### src/rtl/axis_packet_add_pkg.sv
// Shared types and helpers for the AXIS packet accumulator.
// The saturating adder is only referenced when AXIS_PACKET_ADD_SATURATE_EN is defined.
package axis_packet_add_pkg;

    localparam int DW_DEF = 8;
    localparam int DD_DEF = 64;

    typedef enum logic {
        ACCUM  = 1'b0,
        OUTPUT = 1'b1
    } state_t;

    typedef struct packed {
        logic [DW_DEF-1:0] k;
        logic [DW_DEF-1:0] len;
    } cfg_t;

    function automatic logic [DW_DEF-1:0] sat_add(input logic [DW_DEF-1:0] a,
                                                   input logic [DW_DEF-1:0] b);
        logic [DW_DEF:0] s;
        s = {1'b0, a} + {1'b0, b};
        return s[DW_DEF] ? {DW_DEF{1'b1}} : s[DW_DEF-1:0];
    endfunction

endpackage

### src/rtl/axis_packet_add_buf.sv
// DD x DW accumulation buffer: one write port, two combinational read ports
// (port a feeds read-modify-write, port b feeds the result stream).
module axis_packet_add_buf
    import axis_packet_add_pkg::*;
#(
    parameter int DW = DW_DEF,
    parameter int DD = DD_DEF,
    localparam int AW = $clog2(DD)
) (
    input  logic          clk,
    input  logic [AW-1:0] waddr,
    input  logic [DW-1:0] wdata,
    input  logic          we,
    input  logic [AW-1:0] raddr_a,
    output logic [DW-1:0] rdata_a,
    input  logic [AW-1:0] raddr_b,
    output logic [DW-1:0] rdata_b
);

    // No reset: packet 0 of every group overwrites the words it uses.
    logic [DW-1:0] mem_q [DD];

    always_ff @(posedge clk) begin
        if (we) begin
            mem_q[waddr] <= wdata;
        end
    end

    assign rdata_a = mem_q[raddr_a];
    assign rdata_b = mem_q[raddr_b];

endmodule

### src/rtl/axis_packet_add.sv
// AXI-Stream packet accumulator: sums k packets element-wise, then streams one result packet.
// Define AXIS_PACKET_ADD_SATURATE_EN for clamping adds instead of wrap-around.
module axis_packet_add
    import axis_packet_add_pkg::*;
#(
    parameter int DW = DW_DEF,
    parameter int DD = DD_DEF
) (
    input  logic          clk,
    input  logic          rst,
    input  logic [DW-1:0] s_tdata,
    input  logic          s_tvalid,
    input  logic          s_tlast,
    output logic          s_tready,
    output logic [DW-1:0] m_tdata,
    output logic          m_tvalid,
    output logic          m_tlast,
    input  logic          m_tready,
    input  logic [2*DW-1:0] config_packet
);

    localparam int AW = $clog2(DD);
    localparam int LW = $clog2(DD + 1);
    localparam logic [LW-1:0] DD_L = LW'(DD);
    localparam logic [DW:0]   DD_X = (DW+1)'(DD);

    state_t        state_q, state_d;
    logic [AW-1:0] idx_q, idx_d;
    logic [AW-1:0] oidx_q, oidx_d;
    logic [DW-1:0] pkt_q, pkt_d;
    logic [LW-1:0] out_len_q, out_len_d;
    logic [DW-1:0] k_q, k_d;
    logic [LW-1:0] len_q, len_d;

    cfg_t          cfg_in;
    logic [DW-1:0] k_in, k_cur;
    logic [LW-1:0] len_in, len_cur;
    logic          first_beat, fire, pkt_end, in_range, last_out;
    logic          we;
    logic [DW-1:0] wdata, rd_a, rd_b, sum;

    assign cfg_in = config_packet;
    assign k_in   = (cfg_in.k == '0) ? DW'(1) : cfg_in.k;
    assign len_in = (cfg_in.len == '0 || {1'b0, cfg_in.len} > DD_X) ? DD_L : cfg_in.len[LW-1:0];

    // The first beat of a group uses the live config; later beats use the captured copy.
    assign first_beat = (state_q == ACCUM) && (pkt_q == '0) && (idx_q == '0);
    assign k_cur      = first_beat ? k_in : k_q;
    assign len_cur    = first_beat ? len_in : len_q;

    assign fire     = (state_q == ACCUM) && s_tvalid;
    assign pkt_end  = s_tlast || (LW'(idx_q) == len_cur - LW'(1));
    assign in_range = (pkt_q == '0) || (LW'(idx_q) < out_len_q);
    assign last_out = (LW'(oidx_q) == out_len_q - LW'(1));

`ifdef AXIS_PACKET_ADD_SATURATE_EN
    assign sum = sat_add(rd_a, s_tdata);
`else
    assign sum = rd_a + s_tdata;
`endif

    assign we    = fire && in_range;
    assign wdata = (pkt_q == '0) ? s_tdata : sum;

    axis_packet_add_buf #(.DW(DW), .DD(DD)) u_buf (
        .clk     (clk),
        .waddr   (idx_q),
        .wdata   (wdata),
        .we      (we),
        .raddr_a (idx_q),
        .rdata_a (rd_a),
        .raddr_b (oidx_q),
        .rdata_b (rd_b)
    );

    always_comb begin
        state_d   = state_q;
        idx_d     = idx_q;
        oidx_d    = oidx_q;
        pkt_d     = pkt_q;
        out_len_d = out_len_q;
        k_d       = k_q;
        len_d     = len_q;
        case (state_q)
            ACCUM: begin
                if (fire) begin
                    if (first_beat) begin
                        k_d   = k_in;
                        len_d = len_in;
                    end
                    if (pkt_end) begin
                        idx_d = '0;
                        if (pkt_q == '0) begin
                            out_len_d = LW'(idx_q) + LW'(1);
                        end
                        if (pkt_q == k_cur - DW'(1)) begin
                            state_d = OUTPUT;
                            pkt_d   = '0;
                            oidx_d  = '0;
                        end else begin
                            pkt_d = pkt_q + DW'(1);
                        end
                    end else begin
                        idx_d = idx_q + AW'(1);
                    end
                end
            end
            OUTPUT: begin
                if (m_tready) begin
                    if (last_out) begin
                        state_d = ACCUM;
                        oidx_d  = '0;
                    end else begin
                        oidx_d = oidx_q + AW'(1);
                    end
                end
            end
            default: state_d = ACCUM;
        endcase
    end

    always_ff @(posedge clk) begin
        if (rst) begin
            state_q   <= ACCUM;
            idx_q     <= '0;
            oidx_q    <= '0;
            pkt_q     <= '0;
            out_len_q <= '0;
            k_q       <= '0;
            len_q     <= '0;
        end else begin
            state_q   <= state_d;
            idx_q     <= idx_d;
            oidx_q    <= oidx_d;
            pkt_q     <= pkt_d;
            out_len_q <= out_len_d;
            k_q       <= k_d;
            len_q     <= len_d;
        end
    end

    assign s_tready = !rst && (state_q == ACCUM);
    assign m_tvalid = !rst && (state_q == OUTPUT);
    assign m_tlast  = m_tvalid && last_out;
    assign m_tdata  = m_tvalid ? rd_b : '0;

endmodule

### config.mk
export PLATFORM = sky130hd
export DESIGN_NAME = axis_packet_add
export DESIGN_NICKNAME = d
export VERILOG_FILES = /design/src/rtl/axis_packet_add_pkg.sv /design/src/rtl/axis_packet_add_buf.sv /design/src/rtl/axis_packet_add.sv
export SDC_FILE = /design/constraint.sdc
export NUM_CORES = 1
export LEC_CHECK = 0
export ABC_CLOCK_PERIOD_IN_PS = 12100
export CAP_MARGIN = 20
export CORE_MARGIN = 1
export CORE_UTILIZATION = 25
export DETAILED_ROUTE_END_ITERATION = 10
export GPL_TIMING_DRIVEN = 0
export SLEW_MARGIN = 20
export SYNTH_ARGS = -nofsm -noshare
export SYNTH_HDL_FRONTEND = slang
export SYNTH_SLANG_ARGS = --single-unit
### constraint.sdc
create_clock -name clk -period 12.1 [get_ports clk]
set_clock_uncertainty 0.15 [all_clocks]
set_input_delay 1.21 -clock clk [delete_from_list [all_inputs] [get_ports clk]]
set_output_delay 1.21 -clock clk [all_outputs]
set_load 0.1 [all_outputs]
---- Word level (Yosys, flattened, before mapping) ----
Memories as Yosys holds them, arrays and structs flattened. A register that Yosys moved wholly into a read port is not among the register bits.
Index checks and enable logic that the tools add are counted.
word-level totals
  input port bits ......................... 29
  memory bits (writable) .................. 512
  register bits ........................... 43
  bits in latches ......................... 0
  ROM bits ................................ 0
  memories ................................ 1
cells by class
  bitwise gates (word level) .............. 1
  eq/ne operators ......................... 7
  reductions and logical operators ........ 19
  shifts and indexed selects .............. 0
  muxes and demuxes ....................... 26
  add/sub/neg operators ................... 8
  multiply operators ...................... 0
  $lt $le $gt $ge ......................... 2
  divide/modulo/power cells ............... 0
memories
  name         words  width  rd ports  clocked after Yosys merged registers in  write ports  line                       RTL
  u_buf.mem_q  64     8      2         2                                        1            axis_packet_add_buf.sv:21  logic [DW-1:0] mem_q [DD];
operator list
  operator                                             number
  two-way mux 6 bit                                    10
  two-way mux 8 bit                                    5
  logical NOT 8 bit                                    3
  equality test 6 x 7 -> 1 bit                         2
  two-way mux 7 bit                                    2
  subtractor 7 x 1 -> 7 bit (second input constant)    2
  adder 6 x 1 -> 6 bit (second input constant)         2
  one-hot mux 6 bit (2 select lines)                   1
  adder 8 x 1 -> 8 bit (second input constant)         1
  adder 8 bit                                          1
  equality test 8 bit                                  1
  > comparator 8 x 7 -> 1 bit (second input constant)  1
  AND reduction 4 bit                                  2
  subtractor 8 x 1 -> 8 bit (second input constant)    1
  adder 6 x 1 -> 7 bit (second input constant)         1
  logical AND 1 bit                                    7
  less-than comparator 6 x 7 -> 1 bit                  1
  two-way mux 1 bit                                    7
  logical NOT 6 bit                                    1
  != test 2 bit (second input constant)                3
  logical OR 1 bit                                     3
  AND reduction 3 bit                                  1
  != test 2 x 1 -> 1 bit (second input constant)       1
  one-hot mux 1 bit (2 select lines)                   1
  3 further kinds                                      3

---- Logic depth before layout (Yosys ltp) ----
  word-level depth ........................ 12
  mapped depth ............................ 21
  depth with buffers taken out ............ 15

---- Modules after synthesis ----
From an unflattened synthesis, not the netlist that was laid out.
unflattened totals
  cell total of the unflattened synthesis .. 1,665
  area total of the unflattened synthesis .. 27,538.9 µm²
modules (own cells, without submodules)
  module               times used  area an instance (µm²)  cells an instance  seq. area each (µm²)
  axis_packet_add_buf  1           23,954.2                1,195              15,374.7
  axis_packet_add      1           3,584.7                 470                860.8

---- Worst setup path before layout ----
No wires, ideal clock.
  path type ............................... reg2reg
  start ................................... register with a tool-made name
  end ..................................... memory u_buf.mem_q[0][7] (netlist name), data pin
  data arrival time ....................... 5.928 ns
  stages on the path, launching flop included .. 16
  period minus slack after synthesis ...... 6.647 ns
  setup time .............................. 0.569 ns
  path slack .............................. 5.453 ns
  path through ............................ dfxtp_1 buf_2 clkbuf_1 buf_1 mux4_2 mux4_2 mux4_2 ha_1 a21o_1 a21oi_1 o21bai_1 a21oi_1 o21ai_0 xor2_1 nand2_1 xnor2_1
RTL lines
  what       line
  to (decl)  axis_packet_add_buf.sv:21

==> impl_results.md <==
* Port Buffer Count at 39
* Vert. Die Dim at 334 µm
* Critical Path RT at 10740 ps
* Max cap viols at 0
* Drt via density at 5.26
* Antenna Cells at 0
* CORE AREA at 109000 µm²
* Residual DRC count at 0
* Worst setup EP type: primary output
* P&R area growth vs syn at 16.3%
* Vias in the first global route at 16800
* Most frequent cells in the layout: edfxtp_1, mux4_2, nor2_1, clkbuf_1, clkbuf_16
* Sequential share of the synthesized area at 59.7%
* Final Hold Fails at 0
* Dpl hpwl at 59800 µm
* Fmax at 144 MHz
* DR WL/cell at 26.2 µm
* Clk_lat worst skew at 640 ps
* Final Cycle Share at 57.4%
* Hold crit path type: reg -> reg
* Bufs on Longest Clock Path at 3
* VDD IR max at 0.101 mV
* First-pass GRT wire length at 119000 µm
* Final antenna-violating net count at 0
* CP Launch Type: flip-flop
* Worst slack at placement at 5350 ps
* RSZ-0062 raised after global routing: no
* R2r setup slk at 5350 ps
* Synthesized area per cell at 18.2 µm²
* Largest net degree at the start of global routing at 65
* HP Start: k_q[7]$_SDFFE_PP0P_
* Hold Buf Count CTS at 0
* Drt first pass iters at 6
* Synth unique cells at 67
* Congestion Overflow GR at 0
* Post-route setup TNS at 0 ps
* Setup bufs post-CTS at 0
* Slew headroom at 24.1%
* Fin util at 29.4%
* Share of layout cells above drive strength 1 at 30.0%
* Reg-to-reg endpoint: u_buf.mem_q[5][7]$_DFFE_PP_
* Status: complete, no violations
* Final slew viol count at 0
* Initial Util at 25.3%
* Register-to-Register Path Depth at 16
* Actual slew at the worst max-slew pin at 1140 ps
* Storage cell area at 16500 µm²
* I/O pin cnt at 40
* Total CTS buffers at 55
* CTS sink count at 567
* Syn Nets at 1566
* Post-synth EDFFs at 512
* Most common cell after layout, fill and taps aside: edfxtp_1
* Post-synth ARST share at 0%
* Netlist Area Pre-Place at 27600 µm²
* # H-tree levels at 2
* DRT Wirelength at 82600 µm
* Cells after Synth at 1516
* Clock Tree Root: clkbuf_16
* Maximum fanout along the worst path at 10
* Vias post-DR at 16600
* PostCTS Resize Cnt at 0
* Die X at 334 µm
* Final setup margin at 5160 ps
* All-Layer GR Usage at 14.6%
* PD cells at 138 nW/µm²
* Yosys Warn Count at 0
* Hold Path Sink: k_q[7]$_SDFFE_PP0P_
* CP arrival at 5580 ps
* Cell row count at 121
* Endpoints failing setup at 0
* Multi-input logic area at 10700 µm²
* Count of state elements after synthesis at 567
* Clk pin slew, worst setup/hold paths at 60 ps
* Fillers at 10600
* CTS tree: done
* Fin crit period at 6940 ps
* Gp weighted congestion at 0.904
* Initial antenna violation count at 3
* Hold Crit Depth at 2
* Leakage at 9.27 nW
* Fin nets at 1681
* Top FF cell, synth: edfxtp_1
* DRT iter0 DRCs at 1984
* CP Class: reg -> out
* Die area at 112000 µm²
## registers in the layout, indices dropped and copies added (netlist names), named ones only
signal       flops
len_q            7
u_buf.mem_q    512
state_q          1
oidx_q           6
out_len_q        7
pkt_q            8
k_q              8
idx_q            6
## cell families after synthesis
| family | count (synthesis) | share of synthesized area (%) |
|---|---|---|
| mux | 354 | 28.1 |
| buf+inv | 134 | 1.89 |
| xor+xnor | 43 | 1.37 |
| compound gates | 125 | 3.05 |
| flops | 567 | 59.7 |
| fa+ha+maj | 21 | 0.980 |
| simple gates | 272 | 4.88 |
## worst max path at each step
stage | startpoint | to | slack, ps | cells past startpoint
after floorplan | flip-flop | u_buf.mem_q[0][7]$_DFFE_PP_ | 5450 | 15
after global placement | flip-flop | u_buf.mem_q[18][4]$_DFFE_PP_ | 1500 | 14
after detailed placement | flip-flop | u_buf.mem_q[6][6]$_DFFE_PP_ | 5350 | 16
after CTS | flip-flop | m_tdata[3] | 5060 | 7
after global routing | flip-flop | m_tdata[3] | 4930 | 7
final | flip-flop | m_tdata[3] | 5160 | 7
## synthesized netlist by cell type, types with 3 or more instances
master / count / area [µm²]
buf_1: 35 / 131
o211ai_1: 4 / 30.0
o2111ai_1: 7 / 61.3
nor2b_1: 4 / 25.0
nand2b_1: 7 / 43.8
o21ai_0: 19 / 95.1
inv_1: 23 / 86.3
o31ai_1: 5 / 37.5
or3_1: 11 / 68.8
and2_1: 10 / 62.6
nand3b_1: 6 / 45.0
a31oi_1: 5 / 31.3
o21bai_1: 3 / 22.5
or2_2: 3 / 18.8
mux2_2: 4 / 45.0
buf_2: 6 / 30.0
ha_1: 20 / 250
or4_1: 5 / 37.5
nand4_1: 4 / 25.0
and3_1: 3 / 18.8
xor2_1: 13 / 114
a21o_1: 10 / 75.1
nor2_1: 102 / 383
dfxtp_1: 55 / 1100
mux4_2: 336 / 7570
a21oi_1: 38 / 190
xnor2_1: 30 / 263
edfxtp_1: 512 / 15400
a211oi_1: 6 / 45.0
o21ai_1: 4 / 20.0
nor4_1: 6 / 37.5
nand3_1: 20 / 100
nor3_1: 25 / 125
mux2i_1: 13 / 130
o22ai_1: 3 / 18.8
nand2_1: 49 / 184
clkbuf_1: 68 / 255
nor3b_1: 6 / 45.0
## metal layers
layer,global-route usage [%],wire (µm)
met1,19.1,32200
met2,23.7,39200
met3,3.02,7660
met4,5.90,3430
met5,0,13
## report_power, final
| part | internal (W) | switching (W) | total (W) |
|---|---|---|---|
| combinational | 0.000201 | 0.000313 | 0.000514 |
| sequential | 0.00220 | 0.0000103 | 0.00221 |
| clock | 0.000934 | 0.000771 | 0.00170 |
## area by class of cell
class                      instances  area share [%]
timing repair buffer              58            2.28
clock buffer                      65            4.47
clock inverter                    38           0.963
buffer                           111            1.43
tap                             1476            5.75
multi-input combinational        815            33.5
sequential                       567            51.3
inverter                          23           0.269
## per-stage QoR
stage,instance area (µm²),hold slack (ps),power (W),cells
global placement,29800,313,0.00271,3031
finish,32100,352,0.00443,3153
CTS,32100,333,0.00443,3152
floorplan,27600,298,0.00255,1516
detailed placement,30300,323,0.00276,3049
global route,32100,371,0.00453,3153
## worst max-delay path, stage by stage (launching register included)
cell,delay [ps]
dfxtp_1,350
clkbuf_1,840
buf_1,780
mux4_2,630
mux4_2,590
mux4_2,500
and2_1,260
clkdlybuf4s50_1,1010
Note: power is estimated with default switching activity, not from simulation.
